### src/rtl/display_scan.sv
// Scan driver for a 4-digit common-anode hex display: walks the digits of a
// frame-latched 16-bit value, one slot every CLK_DIV clocks, with registered outputs.
module display_scan #(
  parameter int CLK_DIV = 100000
) (
  input  logic        clk,
  input  logic        rst,
  input  logic [15:0] value,
  input  logic [3:0]  dp_pos,
  input  logic        blank_lz,
  input  logic        en,
  output logic [3:0]  nibble,
  output logic [3:0]  digit_n,
  output logic        dp_n,
  output logic        blank
);

  localparam int CW = (CLK_DIV > 1) ? $clog2(CLK_DIV) : 1;
  localparam logic [CW-1:0] LAST = CW'(CLK_DIV - 1);

  logic [CW-1:0] cnt;
  logic          tick;
  logic          load;
  logic [1:0]    idx;
  logic [1:0]    idx_nx;
  logic [15:0]   shd;
  logic [15:0]   shd_nx;
  logic [3:0]    dp_shd;
  logic [3:0]    dp_nx;
  logic          lz;
  logic          lit;
  logic [3:0]    nib_nx;
  logic [3:0]    dig_nx;
  logic          dpn_nx;

  // Outputs are computed from the state the next edge will hold, so a slot
  // change and its new outputs land on the same edge, while en and blank_lz
  // still take effect within one clock.
  always_comb begin
    tick   = (cnt == LAST);
    load   = tick && (idx == 2'd3);
    idx_nx = tick ? idx + 2'd1 : idx;
    shd_nx = load ? value : shd;
    dp_nx  = load ? dp_pos : dp_shd;

    lz = 1'b0;
    case (idx_nx)
      2'd1:    lz = (shd_nx[15:4]  == 12'd0);
      2'd2:    lz = (shd_nx[15:8]  == 8'd0);
      2'd3:    lz = (shd_nx[15:12] == 4'd0);
      default: lz = 1'b0;
    endcase
    lz  = lz & blank_lz;
    lit = en & ~lz;

    nib_nx = shd_nx[{idx_nx, 2'b00} +: 4];
    dig_nx = lit ? ~(4'b0001 << idx_nx) : 4'b1111;
    dpn_nx = lit ? ~dp_nx[idx_nx] : 1'b1;
  end

  always_ff @(posedge clk) begin
    if (rst) begin
      cnt     <= '0;
      idx     <= 2'd0;
      shd     <= 16'd0;
      dp_shd  <= 4'd0;
      nibble  <= 4'd0;
      digit_n <= 4'b1110;
      dp_n    <= 1'b1;
      blank   <= 1'b0;
    end else begin
      cnt     <= tick ? '0 : cnt + CW'(1);
      idx     <= idx_nx;
      shd     <= shd_nx;
      dp_shd  <= dp_nx;
      nibble  <= nib_nx;
      digit_n <= dig_nx;
      dp_n    <= dpn_nx;
      blank   <= ~lit;
    end
  end

endmodule
### config.mk
export PLATFORM = sky130hd
export DESIGN_NAME = display_scan
export DESIGN_NICKNAME = d
export VERILOG_FILES = /design/src/rtl/display_scan.sv
export SDC_FILE = /design/constraint.sdc
export NUM_CORES = 1
export LEC_CHECK = 0
export BUFFER_PORTS_ARGS = -buffer_cell sky130_fd_sc_hd__buf_2
export CAP_MARGIN = 20
export CORE_MARGIN = 5
export CORE_UTILIZATION = 43
export CTS_CLUSTER_SIZE = 24
export DETAILED_ROUTE_END_ITERATION = 10
export PLACE_DENSITY_LB_ADDON = 0.12
export SLEW_MARGIN = 20
export SYNTH_ARGS = -nofsm -noshare
export SYNTH_HDL_FRONTEND = slang
export SYNTH_SLANG_ARGS = --single-unit
### constraint.sdc
create_clock -name clk -period 3.95 [get_ports clk]
set_input_delay 0.1975 -clock clk [delete_from_list [all_inputs] [get_ports clk]]
set_output_delay 0.1975 -clock clk [all_outputs]
set_load 0.02 [all_outputs]
==> metrics.yaml, run 1 <==
timing:
  whs_ns: 0.134
  max_freq_mhz: 377
  rsz0062_at_grt: "false"
  min_period_ns: 2.66
  tightest_slew_ns: 0.633
  final-setup-viol-count: 0
  final.setup.worst_slack_ns: 1.29
  fin_setup_tns_ns: 0
  max_slew_margin: 0.578
  finalHoldViolCount: 0
  skew_ns: 0.0141
  period_share: 0.672
  maxSlewViolCount: 0
drt:
  ant_nets: 0
  vias_per_cell: 5.23
  routedWlPerCell_um: 13.8
  num_vias: 1957
  first_pass_iters: 4
  drtIter0Drc: 108
  drc: 0
  wl_um: 5150
critical_path:
  path_cells: "or2_1, or4_4, nor3_4, mux2i_1, a32o_1, o21ai_2, or2_1"
  max_stage_delay_ns: 0.59
  crit_arrival_ns: 2.86
  crit_type: "register to register"
  r2r_end: "digit_n[1]$_SDFF_PP1_"
  rr_worst_depth: 7
  r2r_start: "cnt[13]$_SDFF_PP0_"
  cpMaxStageDelayCell: "or4_4"
  endpoint_kind: "register"
  ff2ff_setup_slack_ns: 1.29
  path_max_fanout: 14
  critical_path.startpoint_type: "register"
  critPathRequiredTime_ns: 4.15
  path_common_cell: "or2_1"
clock_tree:
  htreeDepth: 2
  cts_resized: 0
  cts.sinks: 49
  cts_buffers: 5
  clk_pin_slew_ns: 0.10
  cts_tree: "done"
  clock_latency_ns: 0.31
  root_buffer: "clkbuf_8"
  postCtsSetupRepairBufs: 0
  cts_buffer_depth: 2
  cts_hold_buf: 0
global_route:
  grt_max_degree: 33
  grt_pass1_vias: 1954
  grtUsageMet3: 0.0406
  grtUsageMet1: 0.210
  grt-ovfl-total: 0
  antenna_found_initial: 0
  top_usage_layer: "met2"
  grt_pass1_wl_um: 8920
  met2_usage: 0.236
  grt_usage: 0.153
floorplanning:
  die_y_um: 83.2
  die_x_um: 83.2
  die_area_um2: 6910
  ios: 34
  placementRows: 26
  start_util: 0.448
  core_um2: 5140
pwr:
  powerDensity_nw_per_um2: 336
  combPwrFrac: 0.038
  leakagePower_nw: 1.00
  switchingPower_mw: 0.188
  power_frac_seq: 0.566
  internal-power_mw: 0.695
  sw_frac_of_total: 0.212
  ir_drop_mv: 0.162
  p_clk_frac: 0.396
synth:
  yosysWarningCount: 0
  post_synth.cell_area_avg_um2: 8.40
  synth-seq-cells: 49
  synth_cells: 274
  syn_area_um2: 2300
  async_flop_share: 0
  syn_nets: 300
  synthDistinctLibCells: 41
  ys.flop_type: "dfxtp_1"
  synth_seq_area_share: 0.426
  synth_edf_count: 0
placed_design:
  port_buffers: 33
  dp_hpwl_um: 3730
  place_ws_ns: 1.34
  gp_congestion: 0.750
final_layout:
  final_core_util: 0.511
  antenna_cells: 0
  finalNetCount: 330
  layout-drive-gt1-share: 0.168
  areaGrowthSynthToFinish_pct: 14.2
min_path:
  hold_end: "shd[2]$_SDFF_PP0_"
  holdPathStages: 3
  min_path_type: "input port to register"
  worstHoldStart: "value[2]"
outcome:
  status: "completed"
job:
  max_cap_viol_count: 0
==> cells in the final DEF, fill, tap and decap left out, types with 2 or more instances in the layout <==
cell,count
or3_1,5
nand2b_1,2
buf_2,33
nor2b_1,3
o22ai_1,3
ha_1,2
mux2i_1,19
o21ai_0,4
a22oi_1,2
or2_1,4
nand2_1,33
o21ai_1,2
inv_1,5
nor4_1,8
xnor2_1,5
buf_4,2
a31oi_1,2
nand4_1,2
a211o_1,2
xor2_1,8
a21oi_1,25
nand3_1,8
clkbuf_8,5
nor2_1,38
dfxtp_1,49
nor3_1,12
o22a_1,4
==> power by group through the flow <==
stage                     Combinational (mW)  Clock (mW)  Sequential, mW
after floorplan                       0.0139           0           0.512
after global placement                0.0344           0           0.511
after detailed placement              0.0340           0           0.511
after CTS                             0.0342       0.357           0.500
after global routing                  0.0377       0.377           0.500
final                                 0.0338       0.349           0.500
==> how the worst max path moves through the flow <==
stage	start	cells after the start	endpoint	slack (ns)
after global placement	cnt[13]$_SDFF_PP0_	7	digit_n[1]$_SDFF_PP1_	1.38
after detailed placement	cnt[6]$_SDFF_PP0_	7	digit_n[1]$_SDFF_PP1_	1.34
final	cnt[13]$_SDFF_PP0_	7	digit_n[1]$_SDFF_PP1_	1.29
after floorplan	cnt[6]$_SDFF_PP0_	7	digit_n[1]$_SDFF_PP1_	1.72
after CTS	cnt[6]$_SDFF_PP0_	7	digit_n[1]$_SDFF_PP1_	1.31
after global routing	idx[0]$_SDFF_PP0_	8	digit_n[3]$_SDFF_PP1_	1.17
==> metal layers <==
| metal | vias to the layer above | part of all wire |
|---|---|---|
| met5 | - | 0 |
| met4 | 0 | 0.012 |
| met3 | 6 | 0.041 |
| met2 | 32 | 0.43 |
| met1 | 905 | 0.51 |
| li1 | 1014 | - |
==> flip-flops by register name, summed over array words and instances (netlist names) <==
name,cells
cnt,17
shd,16
digit_n,4
dp_shd,4
nibble,4
idx,2
blank,1
dp_n,1
==> cell type report <==
cell class / count / area [µm²]
sequential: 49 / 981
inverter: 5 / 18.8
tap: 70 / 87.6
fill: 538 / 2510
clock inverter: 2 / 35.0
clock buffer: 5 / 68.8
multi-input combinational: 208 / 1260
timing repair buffer: 35 / 180
==> kinds of logic after synthesis <==
group	synth area share
AOI/OAI and AO/OA	0.126
and+or+nand+nor	0.266
muxes	0.0941
adders and majority gates	0.0109
buffers and inverters	0.0277
DFF	0.426
xor gates and xnor gates	0.0495
==> synthesized netlist by cell type, drive strengths merged (3+ instances only) <==
master | instances | area [µm²]
o21ai | 7 | 38.8
nor2b | 3 | 18.8
or3 | 5 | 31.3
dfxtp | 49 | 981
o22ai | 3 | 18.8
nand2 | 33 | 124
xnor2 | 5 | 43.8
nor3 | 13 | 76.3
mux2i | 19 | 190
inv | 5 | 18.8
xor2 | 8 | 70.1
nand3 | 9 | 50.1
o22a | 4 | 35.0
nor2 | 39 | 154
a21oi | 25 | 125
nand4 | 3 | 25.0
nor4 | 9 | 62.6
or2 | 4 | 25.0
clkbuf | 11 | 41.3
==> worst max-delay path: cells and delay by family (launching register included) <==
family          cells  cell delay (ns)
flops               1             0.36
compound gates      2             0.29
mux                 1             0.31
simple gates        4             1.61
==> through the flow <==
step	cells	power (mW)	area, µm²
final	374	0.883	2630
after global routing	374	0.915	2630
after CTS	374	0.890	2630
after detailed placement	367	0.545	2520
after global placement	367	0.545	2520
after floorplan	274	0.526	2300
Note: power is estimated with default switching activity, not from simulation.
==> inputs of run 2 (changes only) <==
Clock period 3.95 ns to 2.7 ns, I/O delays scaled along.
==> run 2 against run 1 <==
Setup slack got worse by 0.96 ns. Maximum frequency increased by 12%. Sequential share of layout area decreased by 0.54 points. Register-to-register slack got worse by 0.96 ns. Global-route usage decreased by 0.12 points. Sequential power increased by 46%. Clock skew decreased by 0.010 ns. Die area unchanged. Worst hold slack got worse by 0.058 ns. Largest cell class unchanged. Non-clock buffer count increased by 3. Combinational power increased by 47%. Wire length decreased by 1.3%.
==> metrics.yaml, run 2 (synthesis results as in run 1) <==
outcome:
  status: "completed"  # unchanged
timing:
  max_freq_mhz: 423  # was 377 MHz
  min_period_ns: 2.36  # was 2.66 ns
  tightest_slew_ns: 0.644  # was 0.633 ns
  period_share: 0.875  # was 0.672
  final.setup.worst_slack_ns: 0.338  # was 1.29 ns
  max_slew_margin: 0.571  # was 0.578
  finalHoldViolCount: 0  # unchanged
  fin_setup_tns_ns: 0  # unchanged
  rsz0062_at_grt: "false"  # unchanged
  final-setup-viol-count: 0  # unchanged
  maxSlewViolCount: 0  # unchanged
  skew_ns: 0.00410  # was 0.0141 ns
  whs_ns: 0.0760  # was 0.134 ns
drt:
  wl_um: 5080  # was 5150 µm
  ant_nets: 0  # unchanged
  first_pass_iters: 4  # unchanged
  vias_per_cell: 5.16  # was 5.23
  drc: 0  # unchanged
  drtIter0Drc: 74  # was 108
  routedWlPerCell_um: 13.4  # was 13.8 µm
  num_vias: 1952  # was 1957
final_layout:
  finalNetCount: 333  # was 330
  final_core_util: 0.519  # was 0.511
  final_cell_mix: "49 x dfxtp_1, 38 x nor2_1, 33 x nand2_1, 33 x buf_2, 25 x a21oi_1"  # unchanged
  multi_input_area_um2: 1260  # unchanged
  layout.cells.most_common: "dfxtp_1"  # unchanged
  final_cell_area_um2: 2670  # was 2630 µm²
  fillers: 519  # was 538
  layout-drive-gt1-share: 0.179  # was 0.168
  fin_cells: 378  # was 374
  regMostFlops: "cnt"  # unchanged
  antenna_cells: 0  # unchanged
  areaGrowthSynthToFinish_pct: 15.9  # was 14.2%
  largest_reg_flops: 17  # unchanged
  regArea_um2: 981  # unchanged
  reg.largest.list: "cnt: 17 flops, shd: 16 flops"  # unchanged
floorplanning:
  start_util: 0.448  # unchanged
  die_x_um: 83.2  # unchanged
  die_area_um2: 6910  # unchanged
  core_um2: 5140  # unchanged
  ios: 34  # unchanged
  placementRows: 26  # unchanged
  die_y_um: 83.2  # unchanged
min_path:
  min_path_type: "input port to register"  # unchanged
clock_tree:
  root_buffer: "clkbuf_8"  # unchanged
  cts_buffers: 5  # unchanged
  cts_buffer_depth: 2  # unchanged
  postCtsSetupRepairBufs: 0  # unchanged
  cts_tree: "done"  # unchanged
  cts_hold_buf: 0  # unchanged
  htreeDepth: 2  # unchanged
  clock_latency_ns: 0.30  # was 0.31 ns
  clk_pin_slew_ns: 0.09  # was 0.10 ns
  cts.sinks: 49  # unchanged
  cts_resized: 0  # unchanged
placed_design:
  dpl.cell_count: 370  # was 367
  placed_area_um2: 2550  # was 2520 µm²
  gp_congestion: 0.773  # was 0.750
  port_buffers: 33  # unchanged
  place_ws_ns: 0.325  # was 1.34 ns
  dp_hpwl_um: 3760  # was 3730 µm
pwr:
  ir_drop_mv: 0.238  # was 0.162 mV
  power_mw: 1.33  # was 0.883 mW
  combPwrFrac: 0.037  # was 0.038
  p_clk_frac: 0.414  # was 0.396
  switchingPower_mw: 0.283  # was 0.188 mW
  internal-power_mw: 1.05  # was 0.695 mW
  sw_frac_of_total: 0.212  # about the same
  power_frac_seq: 0.549  # was 0.566
  leakagePower_nw: 1.02  # was 1.00 nW
  powerDensity_nw_per_um2: 499  # was 336 nW/µm²
critical_path:
  critPathRequiredTime_ns: 2.95  # was 4.15 ns
  crit_arrival_ns: 2.61  # was 2.86 ns
  path_max_fanout: 9  # was 14
  cpMaxStageDelayCell: "or4_4"  # unchanged
  critical_path.startpoint_type: "register"  # unchanged
  endpoint_kind: "register"  # unchanged
  crit_family: "simple AND/OR/NAND/NOR gates"  # unchanged
  crit_buf_inv: 0  # unchanged
  path_cells: "or2_1, or4_4, nor2_4, a31oi_1, a32o_1, o21ai_2, a211o_1"  # was or2_1, or4_4, nor3_4, mux2i_1, a32o_1, o21ai_2, or2_1
  max_stage_delay_ns: 0.59  # about the same
  crit_type: "register to register"  # unchanged
global_route:
  grt_pass1_vias: 1932  # was 1954
  grt-ovfl-total: 0  # unchanged
  grt_usage: 0.152  # was 0.153
  antenna_found_initial: 0  # unchanged
  grt_pass1_wl_um: 8850  # was 8920 µm
  grt_max_degree: 33  # unchanged
job:
  max_cap_viol_count: 0  # unchanged
[run 2: cell types whose count changed in the layout (fill, tap and decap cells not counted)]
cell / previous run / this run
clkinvlp_4: 0 / 1
buf_4: 2 / 5
clkbuf_8: 5 / 6
clkinv_2: 1 / 0
[run 2: final timing paths]
path,from,end,slack (ns),cells after the start
worst max-delay path,cnt[6]$_SDFF_PP0_,dp_n$_SDFF_PP1_,0.34,7
worst min-delay path,value[2],shd[2]$_SDFF_PP0_,0.08,3
worst max register to register,cnt[6]$_SDFF_PP0_,dp_n$_SDFF_PP1_,0.34,7
worst min register to register,cnt[0]$_SDFF_PP0_,cnt[0]$_SDFF_PP0_,0.46,1
[run 2: cell type report]
cell class	count	share of cell area
Clock inverter	2	0.0141
Tap cell	70	0.0328
Inverter	5	0.00704
Timing Repair Buffer	38	0.0760
Sequential cell	49	0.368
Multi-Input combinational cell	208	0.471
Clock buffer	6	0.0310
[run 2: metal layers]
layer,global-route usage,part of all wire
met1,0.213,0.52
met2,0.229,0.42
met3,0.0426,0.045
met4,0.0401,0.0087
met5,0,0
[run 2: worst register-to-register path, delay by kind of cell (launching register included)]
kind / cells / cell delay [ns]
compound gates: 4 / 0.85
simple gates: 3 / 1.11
flops: 1 / 0.35
[run 2: power groups by stage]
stage / combinational [mW] / clock, mW / sequential, mW
after detailed placement: 0.0503 / 0 / 0.748
after CTS: 0.0503 / 0.563 / 0.731
after global routing: 0.0555 / 0.594 / 0.732
after global placement: 0.0509 / 0 / 0.748
final: 0.0497 / 0.551 / 0.731
after floorplan: 0.0203 / 0 / 0.749
